--- src/rtl/alu_arbiter.sv ---
// alu_arbiter: round-robin front end that shares one combinational integer ALU
// between two requesters. One operation is in flight at a time:
// IDLE (arbitrate/accept) -> EXEC (ALU settles) -> RESP (hold result until taken).
//
// Handshake rule for both channels: a transfer happens on a rising edge where
// valid and ready are both high. A requester holds valid and its operands until
// it sees ready; the block holds resp_valid, resp_rd and resp_z until it sees
// resp_ready on the granted port.
module alu_arbiter #(
    parameter int XLEN  = 32,
    parameter int CNT_W = 16
) (
    input  logic             clk,
    input  logic             rst_n,
    input  logic [1:0]       req_valid,
    output logic [1:0]       req_ready,
    input  logic [XLEN-1:0]  req_rs1_0,
    input  logic [XLEN-1:0]  req_rs1_1,
    input  logic [XLEN-1:0]  req_rs2_0,
    input  logic [XLEN-1:0]  req_rs2_1,
    input  logic [2:0]       req_funct3_0,
    input  logic [2:0]       req_funct3_1,
    input  logic             req_funct7_0,
    input  logic             req_funct7_1,
    output logic [1:0]       resp_valid,
    input  logic [1:0]       resp_ready,
    output logic [XLEN-1:0]  resp_rd,
    output logic             resp_z,
    output logic [XLEN-1:0]  alu_rs1,
    output logic [XLEN-1:0]  alu_rs2,
    output logic [2:0]       alu_funct3,
    output logic             alu_funct7,
    input  logic [XLEN-1:0]  alu_rd,
    input  logic             alu_z,
    output logic             busy,
    output logic [CNT_W-1:0] op_count
);

    typedef enum logic [1:0] {
        S_IDLE = 2'd0,
        S_EXEC = 2'd1,
        S_RESP = 2'd2
    } state_t;

    state_t            r_state;
    logic              r_last_grant;
    logic              r_grant;
    logic [XLEN-1:0]   r_alu_rs1;
    logic [XLEN-1:0]   r_alu_rs2;
    logic [2:0]        r_alu_funct3;
    logic              r_alu_funct7;
    logic [XLEN-1:0]   r_resp_rd;
    logic              r_resp_z;
    logic [1:0]        r_resp_valid;
    logic              r_busy;
    logic [CNT_W-1:0]  r_op_count;

    logic              w_grant;
    logic [1:0]        w_req_ready;
    logic              w_accept;
    logic              w_resp_hs;

    // Arbitration: on a tie the port that did not win last time gets the grant;
    // a lone requester wins regardless of history. Ready only offered in IDLE
    // and never while reset is asserted.
    always_comb begin
        w_grant     = 1'b0;
        w_req_ready = 2'b00;
        if (req_valid == 2'b11) begin
            w_grant = ~r_last_grant;
        end else begin
            w_grant = req_valid[1];
        end
        if (rst_n && (r_state == S_IDLE) && (req_valid != 2'b00)) begin
            w_req_ready = w_grant ? 2'b10 : 2'b01;
        end
        w_accept  = (req_valid & w_req_ready) != 2'b00;
        w_resp_hs = (r_state == S_RESP) && resp_ready[r_grant];
    end

    // Sequencer: latch the winner's operation, give the ALU one cycle, capture
    // its result, then hold the response until the granted port takes it.
    always_ff @(posedge clk) begin
        if (!rst_n) begin
            r_state      <= S_IDLE;
            r_last_grant <= 1'b1;
            r_grant      <= 1'b0;
            r_alu_rs1    <= '0;
            r_alu_rs2    <= '0;
            r_alu_funct3 <= 3'd0;
            r_alu_funct7 <= 1'b0;
            r_resp_rd    <= '0;
            r_resp_z     <= 1'b0;
            r_resp_valid <= 2'b00;
            r_busy       <= 1'b0;
            r_op_count   <= '0;
        end else begin
            case (r_state)
                S_IDLE: begin
                    if (w_accept) begin
                        r_alu_rs1    <= w_grant ? req_rs1_1    : req_rs1_0;
                        r_alu_rs2    <= w_grant ? req_rs2_1    : req_rs2_0;
                        r_alu_funct3 <= w_grant ? req_funct3_1 : req_funct3_0;
                        r_alu_funct7 <= w_grant ? req_funct7_1 : req_funct7_0;
                        r_last_grant <= w_grant;
                        r_grant      <= w_grant;
                        r_busy       <= 1'b1;
                        r_state      <= S_EXEC;
                    end
                end
                S_EXEC: begin
                    r_resp_rd    <= alu_rd;
                    r_resp_z     <= alu_z;
                    r_resp_valid <= r_grant ? 2'b10 : 2'b01;
                    r_state      <= S_RESP;
                end
                S_RESP: begin
                    if (w_resp_hs) begin
                        r_resp_valid <= 2'b00;
                        r_busy       <= 1'b0;
                        r_op_count   <= r_op_count + {{(CNT_W-1){1'b0}}, 1'b1};
                        r_state      <= S_IDLE;
                    end
                end
                default: begin
                    r_state <= S_IDLE;
                end
            endcase
        end
    end

    assign req_ready  = w_req_ready;
    assign resp_valid = r_resp_valid;
    assign resp_rd    = r_resp_rd;
    assign resp_z     = r_resp_z;
    assign alu_rs1    = r_alu_rs1;
    assign alu_rs2    = r_alu_rs2;
    assign alu_funct3 = r_alu_funct3;
    assign alu_funct7 = r_alu_funct7;
    assign busy       = r_busy;
    assign op_count   = r_op_count;

endmodule
--- config.mk ---
export PLATFORM = sky130hd
export DESIGN_NAME = alu_arbiter
export DESIGN_NICKNAME = d
export VERILOG_FILES = /design/src/rtl/alu_arbiter.sv
export SDC_FILE = /design/constraint.sdc
export NUM_CORES = 1
export LEC_CHECK = 0
export ABC_AREA = 1
export CORE_MARGIN = 4
export CORE_UTILIZATION = 39
export DETAILED_ROUTE_END_ITERATION = 8
export PLACE_DENSITY = 0.91
export SYNTH_ARGS = -nofsm -noshare
export SYNTH_HDL_FRONTEND = slang
export SYNTH_SLANG_ARGS = --single-unit
export TNS_END_PERCENT = 10
--- constraint.sdc ---
create_clock -name clk -period 1.6 [get_ports clk]
set_input_delay 0.32 -clock clk [delete_from_list [all_inputs] [get_ports clk]]
set_output_delay 0.32 -clock clk [all_outputs]
set_load 0.05 [all_outputs]
### Word level (Yosys, flattened, before mapping)

Cells that the tools add are included.

| word-level totals | value |
|---|---|
| register bits after elaboration | 124 |
| output and inout port bits | 122 |
| logic and storage cells | 51 |
| bits of input ports | 175 |

| operators by class | value |
|---|---|
| magnitude comparators | 1 |
| equal/unequal tests | 5 |
| reductions and logical operators | 13 |
| muxes and demuxes | 17 |
| add/subtract/negate cells | 1 |
| bitwise logic cells | 2 |

Operators with widths:

| cell | count |
|---|---|
| $mux W32 | 2 |
| $add A16 B1 Y16 const B | 1 |
| $mux W2 | 5 |
| $reduce_and A2 Y1 | 4 |
| $reduce_bool A2 Y1 | 4 |
| $mux W1 | 6 |
| $pmux W2 S3 | 1 |
| $eq A2 B2 Y1 const B | 2 |
| $ne A2 B2 Y1 const B | 2 |
| $pmux W2 S2 | 1 |
| $logic_and A1 B1 Y1 | 3 |
| $mux W3 | 1 |
| $reduce_and A3 Y1 | 1 |
| $and A2 B2 Y2 | 1 |
| $eq A2 B1 Y1 const B | 1 |
| $logic_not A2 Y1 | 1 |
| $lt A1 B2 Y1 const B | 1 |
| $pmux W1 S2 | 1 |
| $not A1 Y1 | 1 |

### Longest topological paths before layout

Gate-level depths: netlist (run 1).

| depth | value |
|---|---|
| depth after elaboration | 8 |
| mapped depth | 9 |
| gate-level depth less buffers | 9 |

### Worst setup path after synthesis (run 1)

Ideal clock, no wire load.

| path | value |
|---|---|
| path type | input-to-output |
| start point | input rst_n |
| end point | output req_ready[0] |
| setup slack | -0.226 ns |
| arrival time | 1.506 ns |
| required time | 1.280 ns |
| stages | 5 |
| path buffers | 1 |
| path through | inv_2 nor3_2 nand2_2 clkbuf_1 nor2_1 |

| between the ends | value |
|---|---|
| cells in the longest elaborated chain, start to end | 3 |

RTL lines:

| element | line | source |
|---|---|---|
| start, declared | 14 | `input logic rst_n,` |
| $logic_and A1 B1 Y1 (2 in series) | 74 | `if (rst_n && (r_state == S_IDLE) && (req_valid != 2'b00)) begin` |
| $mux W2 | 74 |  |
| end, declared | 16 | `output logic [1:0] req_ready,` |

Every way passes these cells.

### Worst setup path in the final report (run 1)

| path | value |
|---|---|
| start point | register r_last_grant |
| end point | output req_ready[0] |

| between the ends | value |
|---|---|
| cells in the longest elaborated chain, start to end | 4 |

RTL lines:

| element | line | source |
|---|---|---|
| start, declared | 46 | `logic r_last_grant;` |
| start signal, assigned | 105 | `r_last_grant <= w_grant;` |
| $not A1 Y1 | 70 | `w_grant = ~r_last_grant;` |
| $mux W1 | 69 | `if (req_valid == 2'b11) begin` |
| $mux W2 | 75 | `w_req_ready = w_grant ? 2'b10 : 2'b01;` |
| $mux W2 | 74 |  |

Every way passes these cells.

==> results of run 1 <==
## cells in the mapped netlist, drive strengths merged
cell type	n
a31oi	1
clkinv	1
nand2	388
nand3	9
inv	30
dfxtp	124
o21ai	40
nor3	5
nor2	101
nand4	7
a21oi	78
ha	1
buf	13
clkbuf	35
## cell type report
class / instances / area [um2]
sequential: 124 / 2490
timing repair buffer: 329 / 3100
multi-input combinational: 630 / 2600
clock buffer: 23 / 488
tap: 176 / 220
fill: 1119 / 4320
clock inverter: 7 / 65.1
inverter: 31 / 118
## per-stage QoR
stage	hold WS (ns)	power (mW)
floorplan	0.442	4.85
global placement	0.450	5.86
detailed placement	0.456	5.90
CTS	0.464	9.48
global route	0.473	9.80
finish	0.462	9.40
## path summary, 6_finish.rpt
path                                           startpoint                  endpoint  slack (ns)  cells after the start
worst max register to register   op_count[0]$_SDFFE_PN0P_  op_count[8]$_SDFFE_PN0P_        0.14                      9
worst max-delay path            r_last_grant$_SDFFE_PN1P_              req_ready[0]       -0.12                      6
worst min-delay path             alu_rs1[12]$_SDFFE_PN0P_  alu_rs1[12]$_SDFFE_PN0P_        0.46                      2
worst min register to register   alu_rs1[12]$_SDFFE_PN0P_  alu_rs1[12]$_SDFFE_PN0P_        0.46                      2
## what timing repair did
action / 4_1_cts / 5_1_grt
pin swaps: 3 / 3
endpoints found under the setup margin: 2 / 2
gates resized for setup: 11 / 1
setup buffers: 2 / 0
## per-layer routing
metal | share of wire | wire, um | up-vias
met4 | 0.031 | 588 | 0
met1 | 0.37 | 6960 | 2784
met5 | 0 | 0 | -
li1 | - | - | 3195
met3 | 0.081 | 1500 | 46
met2 | 0.52 | 9620 | 246
## worst min-delay path, cell delays in order, from the launching register on
cell and delay, ns:
sky130_fd_sc_hd__dfxtp_1 0.30, sky130_fd_sc_hd__nand2_1 0.06, sky130_fd_sc_hd__a21oi_1 0.05
## kinds of logic (layout without fill, tap and decap cells)
| kind of cell | after synthesis | after routing | share of synthesized area |
|---|---|---|---|
| AO/OA/AOI/OAI | 119 | 119 | 0.111 |
| flip-flops | 124 | 124 | 0.461 |
| adder cells (fa/ha/maj) | 1 | 1 | 0.00232 |
| AND/OR/NAND/NOR | 510 | 510 | 0.364 |
| buffers and inverters | 79 | 390 | 0.0614 |
## layout by cell type (no fill, tap or decap), types with 4 or more instances in the layout
cell type	Yosys	final
sky130_fd_sc_hd__nand3_1	9	9
sky130_fd_sc_hd__nor2_1	100	98
sky130_fd_sc_hd__buf_4	7	138
sky130_fd_sc_hd__buf_12	0	15
sky130_fd_sc_hd__clkbuf_16	0	17
sky130_fd_sc_hd__nand2_1	386	384
sky130_fd_sc_hd__clkbuf_8	0	4
sky130_fd_sc_hd__dfxtp_1	124	120
sky130_fd_sc_hd__nand4_1	7	7
sky130_fd_sc_hd__nor3_1	4	4
sky130_fd_sc_hd__clkinv_2	1	5
sky130_fd_sc_hd__a21oi_1	78	78
sky130_fd_sc_hd__dfxtp_2	0	4
sky130_fd_sc_hd__inv_1	25	25
sky130_fd_sc_hd__inv_2	5	5
sky130_fd_sc_hd__o21ai_1	18	18
sky130_fd_sc_hd__o21ai_0	22	22
sky130_fd_sc_hd__clkdlybuf4s50_1	0	171
## state kept, by name, indices dropped and copies added, names as in the netlist
name	flops
alu_rs1	32
alu_rs2	32
resp_rd	32
op_count	16
alu_funct3	3
r_state	2
resp_valid	2
alu_funct7	1
busy	1
r_grant	1
r_last_grant	1
resp_z	1
## report_power, final
part | switching, mW | internal [mW]
Combinational | 1.47 | 0.946
Sequential | 0.120 | 3.31
Clock | 1.28 | 2.27
==> impl_metrics.yaml, run 1 <==
outcome:
  run_status: "finished, violations left"
  failed_checks: "negative setup slack"
synth:
  post_synth_inst_count: 833
  syn_nets: 1009
  yosys.cell_types.count: 21
  synth_sequential_area_ratio: 0.461
  ys_top_cells_by_area: "sky130_fd_sc_hd__dfxtp_1 46%, sky130_fd_sc_hd__nand2_1 27%, sky130_fd_sc_hd__a21oi_1 7.3%"
  post_synth_instance_area_mm2: 0.00538
  synth_area_per_cell_um2: 6.46
  synth_area_leader_cell: "sky130_fd_sc_hd__dfxtp_1"
  synthesis.yosys.warnings: 0
  synth.top_cell.area_share: 0.461
  yosys_register_bits: 124
clocking:
  cts-htree-levels: 4
  cts_tree: "done"
  clock_insertion_delay_worst_skew_ns: 0.40
  clock_root_buffer: "sky130_fd_sc_hd__clkbuf_16"
  cts_bufs_inserted: 17
  cts.sinks: 124
  worst_setup_hold_path_clk_slew_ns: 0.05
  cts-root-to-sink-buffers: 2
  post_cts_hold_buffer_count: 0
placed_design:
  placed_cells: 1288
  pre_cts_slack_ns: -0.272
  dpl-instance-area_mm2: 0.00848
  place_congestion: 0.836
  portBuffers: 296
  dp.final_hpwl_mm: 13.7
worst_setup_path:
  timing.critical_path.buf_inv: 3
  path_max_fanout: 17
  worst_path_slowest_cell: "sky130_fd_sc_hd__dfxtp_2"
  start_kind: "flop"
  cp_data_arrival_time_ns: 1.40
  crit_top_cell: "sky130_fd_sc_hd__buf_12"
  timing.critical_path.to_type: "output port"
  worst_path_largest_cell_delay_ns: 0.34
  cpLargestDelayFamily: "buffers and inverters"
  worstPathRequired_ns: 1.28
  list_of_cells_traversed_by_the_critical_path: "nand2_2 -> nand2_4 -> inv_2 -> buf_12 -> nor2_4 -> buf_12"
  setup_cp_type: "flop to output port"
global_routing:
  grtUsageMet2: 0.404
  groute.layer.met1.usage: 0.233
  number_of_global_route_vias_before_repair: 5884
  grt_antenna_before_repair: 0
  grt_first_pass_wirelength_mm: 28.5
  grtUsageMet3: 0.0806
  grt_overflow_total: 0
  grt_start_max_net_pins: 74
  grt_use_total: 0.224
  gr-max-usage-layer: "met2"
sta:
  rsz_0062_raised_after_global_routing: "true"
  worst-slew-pin-transition_ns: 0.794
  max_freq_mhz: 583
  relSlewSlack: 0.471
  setup_violations: 2
  timing.final.hold_violations: 0
  fin_skew_ns: 0.00685
  maxSlewViolCount: 0
  final_critical_delay_including_setup_and_external_delays_ns: 1.72
  setup_slack_ns: -0.115
  min_period_over_period: 1.07
  finalSetupTns_ns: -0.189
detailed_routing:
  routedWlPerCell_um: 14.1
  vias_cell: 4.75
  drt-total-wl_mm: 18.7
  initialDrtViolationCount: 294
  drt_pre_antenna_iters: 4
  detail-route-antenna-nets: 0
  number_of_drc_violations_after_detailed_routing: 0
  vias: 6271
finish:
  finalNetCount: 1309
  area_delta_synth_final_pct: 68.6
  final_cell_count_no_fill: 1320
  postLayoutCellArea_mm2: 0.00908
  final_core_utilization: 0.677
  share_of_post_route_cells_with_drive_strength_above_1: 0.176
  diodes: 0
floorplan:
  design.core.area_mm2: 0.0134
  fp-row-count: 42
  die_area_mm2: 0.0157
  chipHeight_um: 125
  floorplan.initialDensity: 0.402
  die_width_um: 125
  io-pin-count: 297
pwr:
  power.density_cell_area_mw_per_mm2: 1040
  power_leakage_nw: 4.14
  worst_case_vdd_ir_drop_mv: 0.679
min_path:
  hold_path_class: "flop to flop"
run:
  maxCapViolations: 0
Power figures use the tool's default switching activity.
==> run 2, diff against run 1 <==
Settings changed: HOLD_SLACK_MARGIN set to 0.12.
==> results of run 2 <==
The final DEF is identical to that of run 1; final timing and power are the same.
